--- src/rtl/q_8_42_controller_if.sv ---
// Operand/result handshake bundle for the count-ones controller.
// The controller uses the slave modport; the requester/consumer side uses master.
interface q_8_42_controller_if #(
   parameter int data_size = 8,
   parameter int r2_size   = 4
);
   logic                 in_valid;
   logic                 in_ready;
   logic [data_size-1:0] in_data;
   logic                 out_valid;
   logic                 out_ready;
   logic [r2_size-1:0]   out_cnt;

   modport master (
      output in_valid, in_data, out_ready,
      input  in_ready, out_valid, out_cnt
   );

   modport slave (
      input  in_valid, in_data, out_ready,
      output in_ready, out_valid, out_cnt
   );
endinterface

--- src/rtl/q_8_42_controller.sv ---
// Sequencer for the count-ones datapath: load, scan until r1 is empty, return r2.
// Optional SCAN-cycle counter output out_cycles enabled by Q_8_42_CYCLE_CNT_EN.
module q_8_42_controller #(
   parameter int data_size = 8,
   parameter int r2_size   = 4
`ifdef Q_8_42_CYCLE_CNT_EN
   ,
   parameter int cyc_size  = 4
`endif
) (
   input  logic                 clk,
   input  logic                 rst,
   q_8_42_controller_if.slave   bus,
   input  logic                 abort,
   output logic [data_size-1:0] dp_data,
   output logic                 load_regs,
   output logic                 incr_and_shift,
   output logic                 shift_only,
   input  logic                 zero,
   input  logic                 msb,
   input  logic [r2_size-1:0]   cnt
`ifdef Q_8_42_CYCLE_CNT_EN
   ,
   output logic [cyc_size-1:0]  out_cycles
`endif
);

   typedef enum logic [1:0] {
      IDLE,
      SCAN,
      DONE
   } state_t;

   state_t state;
   logic   ready;
   logic   accept;

`ifdef Q_8_42_CYCLE_CNT_EN
   logic [cyc_size-1:0] cyc_cnt;
`endif

   assign dp_data      = bus.in_data;
   assign bus.in_ready = ready;
   assign accept       = bus.in_valid & ready;
   assign load_regs    = accept;

   // rst gates everything so no control leaks out while reset is held
   always_comb begin
      ready          = 1'b0;
      incr_and_shift = 1'b0;
      shift_only     = 1'b0;
      if (!rst) begin
         case (state)
            IDLE: ready = 1'b1;
            SCAN: begin
               if (!abort && !zero) begin
                  if (msb) incr_and_shift = 1'b1;
                  else     shift_only     = 1'b1;
               end
            end
            DONE: ready = bus.out_ready;
            default: ready = 1'b0;
         endcase
      end
   end

   always_ff @(posedge clk or posedge rst) begin
      if (rst) begin
         state         <= IDLE;
         bus.out_valid <= 1'b0;
         bus.out_cnt   <= '0;
`ifdef Q_8_42_CYCLE_CNT_EN
         cyc_cnt       <= '0;
         out_cycles    <= '0;
`endif
      end else begin
         case (state)
            IDLE: begin
               if (accept) begin
                  state <= SCAN;
`ifdef Q_8_42_CYCLE_CNT_EN
                  cyc_cnt <= '0;
`endif
               end
            end
            SCAN: begin
               if (abort) begin
                  state <= IDLE;
               end else begin
`ifdef Q_8_42_CYCLE_CNT_EN
                  cyc_cnt <= cyc_cnt + 1'b1;
`endif
                  if (zero) begin
                     state         <= DONE;
                     bus.out_valid <= 1'b1;
                     bus.out_cnt   <= cnt;
`ifdef Q_8_42_CYCLE_CNT_EN
                     // the zero-detect cycle itself is counted
                     out_cycles    <= cyc_cnt + 1'b1;
`endif
                  end
               end
            end
            DONE: begin
               if (bus.out_ready) begin
                  bus.out_valid <= 1'b0;
                  if (accept) begin
                     state <= SCAN;
`ifdef Q_8_42_CYCLE_CNT_EN
                     cyc_cnt <= '0;
`endif
                  end else begin
                     state <= IDLE;
                  end
               end
            end
            default: begin
               state         <= IDLE;
               bus.out_valid <= 1'b0;
            end
         endcase
      end
   end

endmodule

--- src/flat_wrapper.sv ---
// flat-port wrapper written by rule: the top's interface ports become plain ports
module q_8_42_controller_flat 
#(
   parameter int data_size = 8,
   parameter int r2_size   = 4

)
  (clk, rst, abort, dp_data, load_regs, incr_and_shift, shift_only, zero, msb, cnt, bus_in_valid, bus_in_data, bus_out_ready, bus_in_ready, bus_out_valid, bus_out_cnt);
  q_8_42_controller_if #(.data_size(data_size), .r2_size(r2_size)) bus_i ();
  input  logic clk;
  input  logic rst;
  input  logic abort;
  output logic [data_size-1:0] dp_data;
  output logic load_regs;
  output logic incr_and_shift;
  output logic shift_only;
  input  logic zero;
  input  logic msb;
  input  logic [r2_size-1:0] cnt;
  input wire logic [$bits(bus_i.in_valid)-1:0] bus_in_valid;
  input wire logic [$bits(bus_i.in_data)-1:0] bus_in_data;
  input wire logic [$bits(bus_i.out_ready)-1:0] bus_out_ready;
  output wire logic [$bits(bus_i.in_ready)-1:0] bus_in_ready;
  output wire logic [$bits(bus_i.out_valid)-1:0] bus_out_valid;
  output wire logic [$bits(bus_i.out_cnt)-1:0] bus_out_cnt;
  assign bus_i.in_valid = bus_in_valid;
  assign bus_i.in_data = bus_in_data;
  assign bus_i.out_ready = bus_out_ready;
  assign bus_in_ready = bus_i.in_ready;
  assign bus_out_valid = bus_i.out_valid;
  assign bus_out_cnt = bus_i.out_cnt;
  q_8_42_controller #(.data_size(data_size), .r2_size(r2_size)) u_core (.clk(clk), .rst(rst), .bus(bus_i), .abort(abort), .dp_data(dp_data), .load_regs(load_regs), .incr_and_shift(incr_and_shift), .shift_only(shift_only), .zero(zero), .msb(msb), .cnt(cnt));
endmodule
--- config.mk ---
export PLATFORM = sky130hd
export DESIGN_NAME = q_8_42_controller_flat
export DESIGN_NICKNAME = d
export VERILOG_FILES = /design/src/rtl/q_8_42_controller_if.sv /design/src/rtl/q_8_42_controller.sv /design/src/flat_wrapper.sv
export SDC_FILE = /design/constraint.sdc
export NUM_CORES = 1
export LEC_CHECK = 0
export CAP_MARGIN = 20
export CORE_AREA = 2 2 39 41
export CTS_CLUSTER_DIAMETER = 40
export DETAILED_ROUTE_END_ITERATION = 6
export DIE_AREA = 0 0 41 43
export HOLD_SLACK_MARGIN = 0.05
export PLACE_DENSITY = 0.77
export SETUP_SLACK_MARGIN = 0.2
export SYNTH_ARGS = -nofsm -noshare
export SYNTH_HDL_FRONTEND = slang
export SYNTH_SLANG_ARGS = --single-unit
--- constraint.sdc ---
create_clock -name clk -period 3.9 [get_ports clk]
set_input_delay 0.975 -clock clk [delete_from_list [all_inputs] [get_ports clk]]
set_output_delay 0.975 -clock clk [all_outputs]
set_load 0.005 [all_outputs]
==> results.yml <==
floorplan:
  dieArea_mm2: 0.00176
  start_util_pct: 27.8
  die_w_um: 41
  ios: 36
  die_y_um: 43
  core_mm2: 0.00138
  num_rows: 14
route:
  viasPerCell: 4.43
  drc_errors: 0
  first_iter_violations: 1
  ant_nets: 0
  wire_per_inst_um: 11.2
  vias: 288
  wl_um: 725
  dr.pass1.iters: 2
sta:
  rsz0062_at_grt: "false"
  finalClockSkew_ns: 0.00254
  final-max-slew-violation-count: 0
  finalHoldViolations: 0
  fmax_mhz: 279
  tightest_slew_ns: 0.273
  fin_crit_ns: 3.59
  worst_slack_ns: 0.312
  final.setup.tns_ns: 0
  slew_headroom_pct: 81.5
  hold_ws_ns: 0.492
  post-route-period-util_pct: 92.0
  setup_viol: 0
power:
  pwr-share-seq_pct: 41.8
  switchingPower_uw: 55.5
  leakage_nw: 0.255
  cellPowerDensity_mw_per_mm2: 429
  internal_power_uw: 187
  clockPowerShare_pct: 26.8
  max-vdd-ir-drop_mv: 0.189
  swShare_pct: 22.9
  fin_total_pwr_uw: 243
  comb_power_share_pct: 31.4
final_layout:
  insertedDiodeCount: 0
  drive_above_1_share_pct: 20.4
  nets: 69
  fin_cells: 65
  area_delta_synth_final_pct: 47.2
  fillers: 161
global_route:
  grt_max_degree: 8
  antenna_found_initial: 0
  track_usage_pct: 10.3
  grt_overflow: 0
  grt_pass1_wl_mm: 1.21
  grt_pass1_vias: 295
setup_path:
  timing.rr.end: "u_core.bus.out_cnt[0]$_DFFE_PP0P_"
  startpoint: "abort"
  crit_arrival_ns: 2.61
  slowest_delay_ns: 0.54
  cpMaxStageDelayCell: "or4b_4"
  crit_required_ns: 2.92
  crit_chain: "clkdlybuf4s50_1 -> or4b_4 -> nor3_1 -> clkdlybuf4s50_1"
  cp-endpoint: "shift_only"
  reg2reg_slack_ns: 2.55
  setup.worst_path.start_class: "input pin"
  critPathMaxFanout: 3
  crit_path_frequent_cell: "clkdlybuf4s50_1"
  cp-end-kind: "output port"
  r2r_cells: 3
  worstSetupPathType: "input pin to output port"
  r2r-start: "u_core.state[1]$_DFFE_PP0P_"
clock_network:
  cts-resized-gates: 0
  clk_pin_slew_ns: 0.05
  holdBufCountCts: 0
  cts-root-buf: "clkbuf_4"
  cts_tree: "done"
  htreeDepth: 1
  clkSinkCount: 7
  clkLatencyLatePin_ns: 0.25
  clockBufferDepth: 2
  postCtsSetupBuffers: 0
  numCtsBuffers: 3
synth:
  syn_area_um2: 384
  synth_area_leaders: "dfrtp_1, buf_4, mux2_2"
  synth_nets: 53
  ys.flop_type: "dfrtp_1"
  ys_ff_latch: 7
  ys_seq_area_share_pct: 45.6
  synth-edff-count: 0
  syn_inst: 34
  synth_top_area_share_pct: 45.6
  synth.distinct_cells: 15
  ys.warnings.count: 0
  synth_common_cells: "buf_4, dfrtp_1, mux2_2"
  avgSynthCellArea_um2: 11.3
  synth_most_common_cell: "buf_4"
  yosysTopAreaCell: "dfrtp_1"
  synthArstFlopShare_pct: 100
status:
  status: "completed"
placed_design:
  place.gp.congestion: 0.615
  place_inst: 61
  dp_slack_ns: 0.277
  portBuffers: 19
hold_path:
  worstHoldPathCells: 1
  min_path_type: "register to register"
flow_run:
  maxCapViolCount: 0
## critical path, delay by kind of cell
family	cells	cell delay (ns)
AND/OR/NAND/NOR	2	0.68
buffers and inverters	2	0.95
## cell type report
cell class	instances	area (µm²)	area share [%]
Inverter	3	11.3	1.99
Tap cell	16	20.0	3.54
Timing Repair Buffer	20	200	35.4
Clock buffer	4	26.3	4.65
Multi-Input combinational cell	15	133	23.5
Sequential cell	7	175	31.0
## stage by stage
| stage | util [%] | cell area (µm²) |
|---|---|---|
| 2_1_floorplan | - | 384 |
| 3_3_place_gp | 38.8 | 537 |
| 3_5_place_dp | 38.8 | 537 |
| 4_1_cts | 40.7 | 563 |
| 5_1_grt | 40.9 | 566 |
| 6_report | 40.9 | 566 |
## worst min path at each step
stage / start / endpoint
after detailed placement: u_core.bus.out_valid$_DFFE_PP0P_ / u_core.bus.out_valid$_DFFE_PP0P_
after floorplan: u_core.bus.out_valid$_DFFE_PP0P_ / u_core.bus.out_valid$_DFFE_PP0P_
after global routing: u_core.bus.out_cnt[1]$_DFFE_PP0P_ / u_core.bus.out_cnt[1]$_DFFE_PP0P_
final: u_core.bus.out_valid$_DFFE_PP0P_ / u_core.bus.out_valid$_DFFE_PP0P_
after global placement: u_core.bus.out_valid$_DFFE_PP0P_ / u_core.bus.out_valid$_DFFE_PP0P_
after CTS: u_core.bus.out_valid$_DFFE_PP0P_ / u_core.bus.out_valid$_DFFE_PP0P_
## per-layer routing
layer / track usage (%) / vias to the layer above / wire length (µm)
met5: 0 / - / 0
li1: - / 140 / -
met4: 6.00 / 0 / 0
met1: 12.9 / 135 / 301
met3: 4.19 / 0 / 79
met2: 14.4 / 13 / 343
## flip-flops by register name, summed over array words and instances, names as in the netlist
signal                flops
u_core.state              2
u_core.bus.out_valid      1
u_core.bus.out_cnt        4
## power groups by stage
stage	Sequential [mW]	Clock, mW	Combinational, mW
2_1_floorplan	0.104	0	0.0294
3_3_place_gp	0.102	0	0.0770
3_5_place_dp	0.103	0	0.0774
4_1_cts	0.102	0.0697	0.0780
5_1_grt	0.104	0.0725	0.0835
6_report	0.101	0.0650	0.0761
## logic make-up after synthesis
| logic type | Yosys count | share of synthesized area [%] |
|---|---|---|
| mux | 4 | 11.7 |
| flops | 7 | 45.6 |
| buf+inv | 12 | 19.9 |
| simple gates | 7 | 15.3 |
| compound gates | 4 | 7.49 |
## cells in the final DEF, fill, tap and decap left out
cell type | netlist | layout
clkdlybuf4s50_1 | 0 | 18
dfrtp_1 | 7 | 7
mux2_2 | 4 | 4
inv_1 | 3 | 3
clkbuf_4 | 0 | 3
nor3_1 | 2 | 2
nor4bb_1 | 1 | 1
nor2b_1 | 1 | 1
or4b_4 | 1 | 1
o41ai_1 | 1 | 1
nor4_1 | 1 | 1
nor3b_2 | 1 | 1
o21ai_0 | 1 | 1
o21a_1 | 1 | 1
a21o_1 | 1 | 1
clkbuf_1 | 0 | 1
dlymetal6s2s_1 | 0 | 1
buf_4 | 8 | 1
Power figures use the tool's default switching activity.
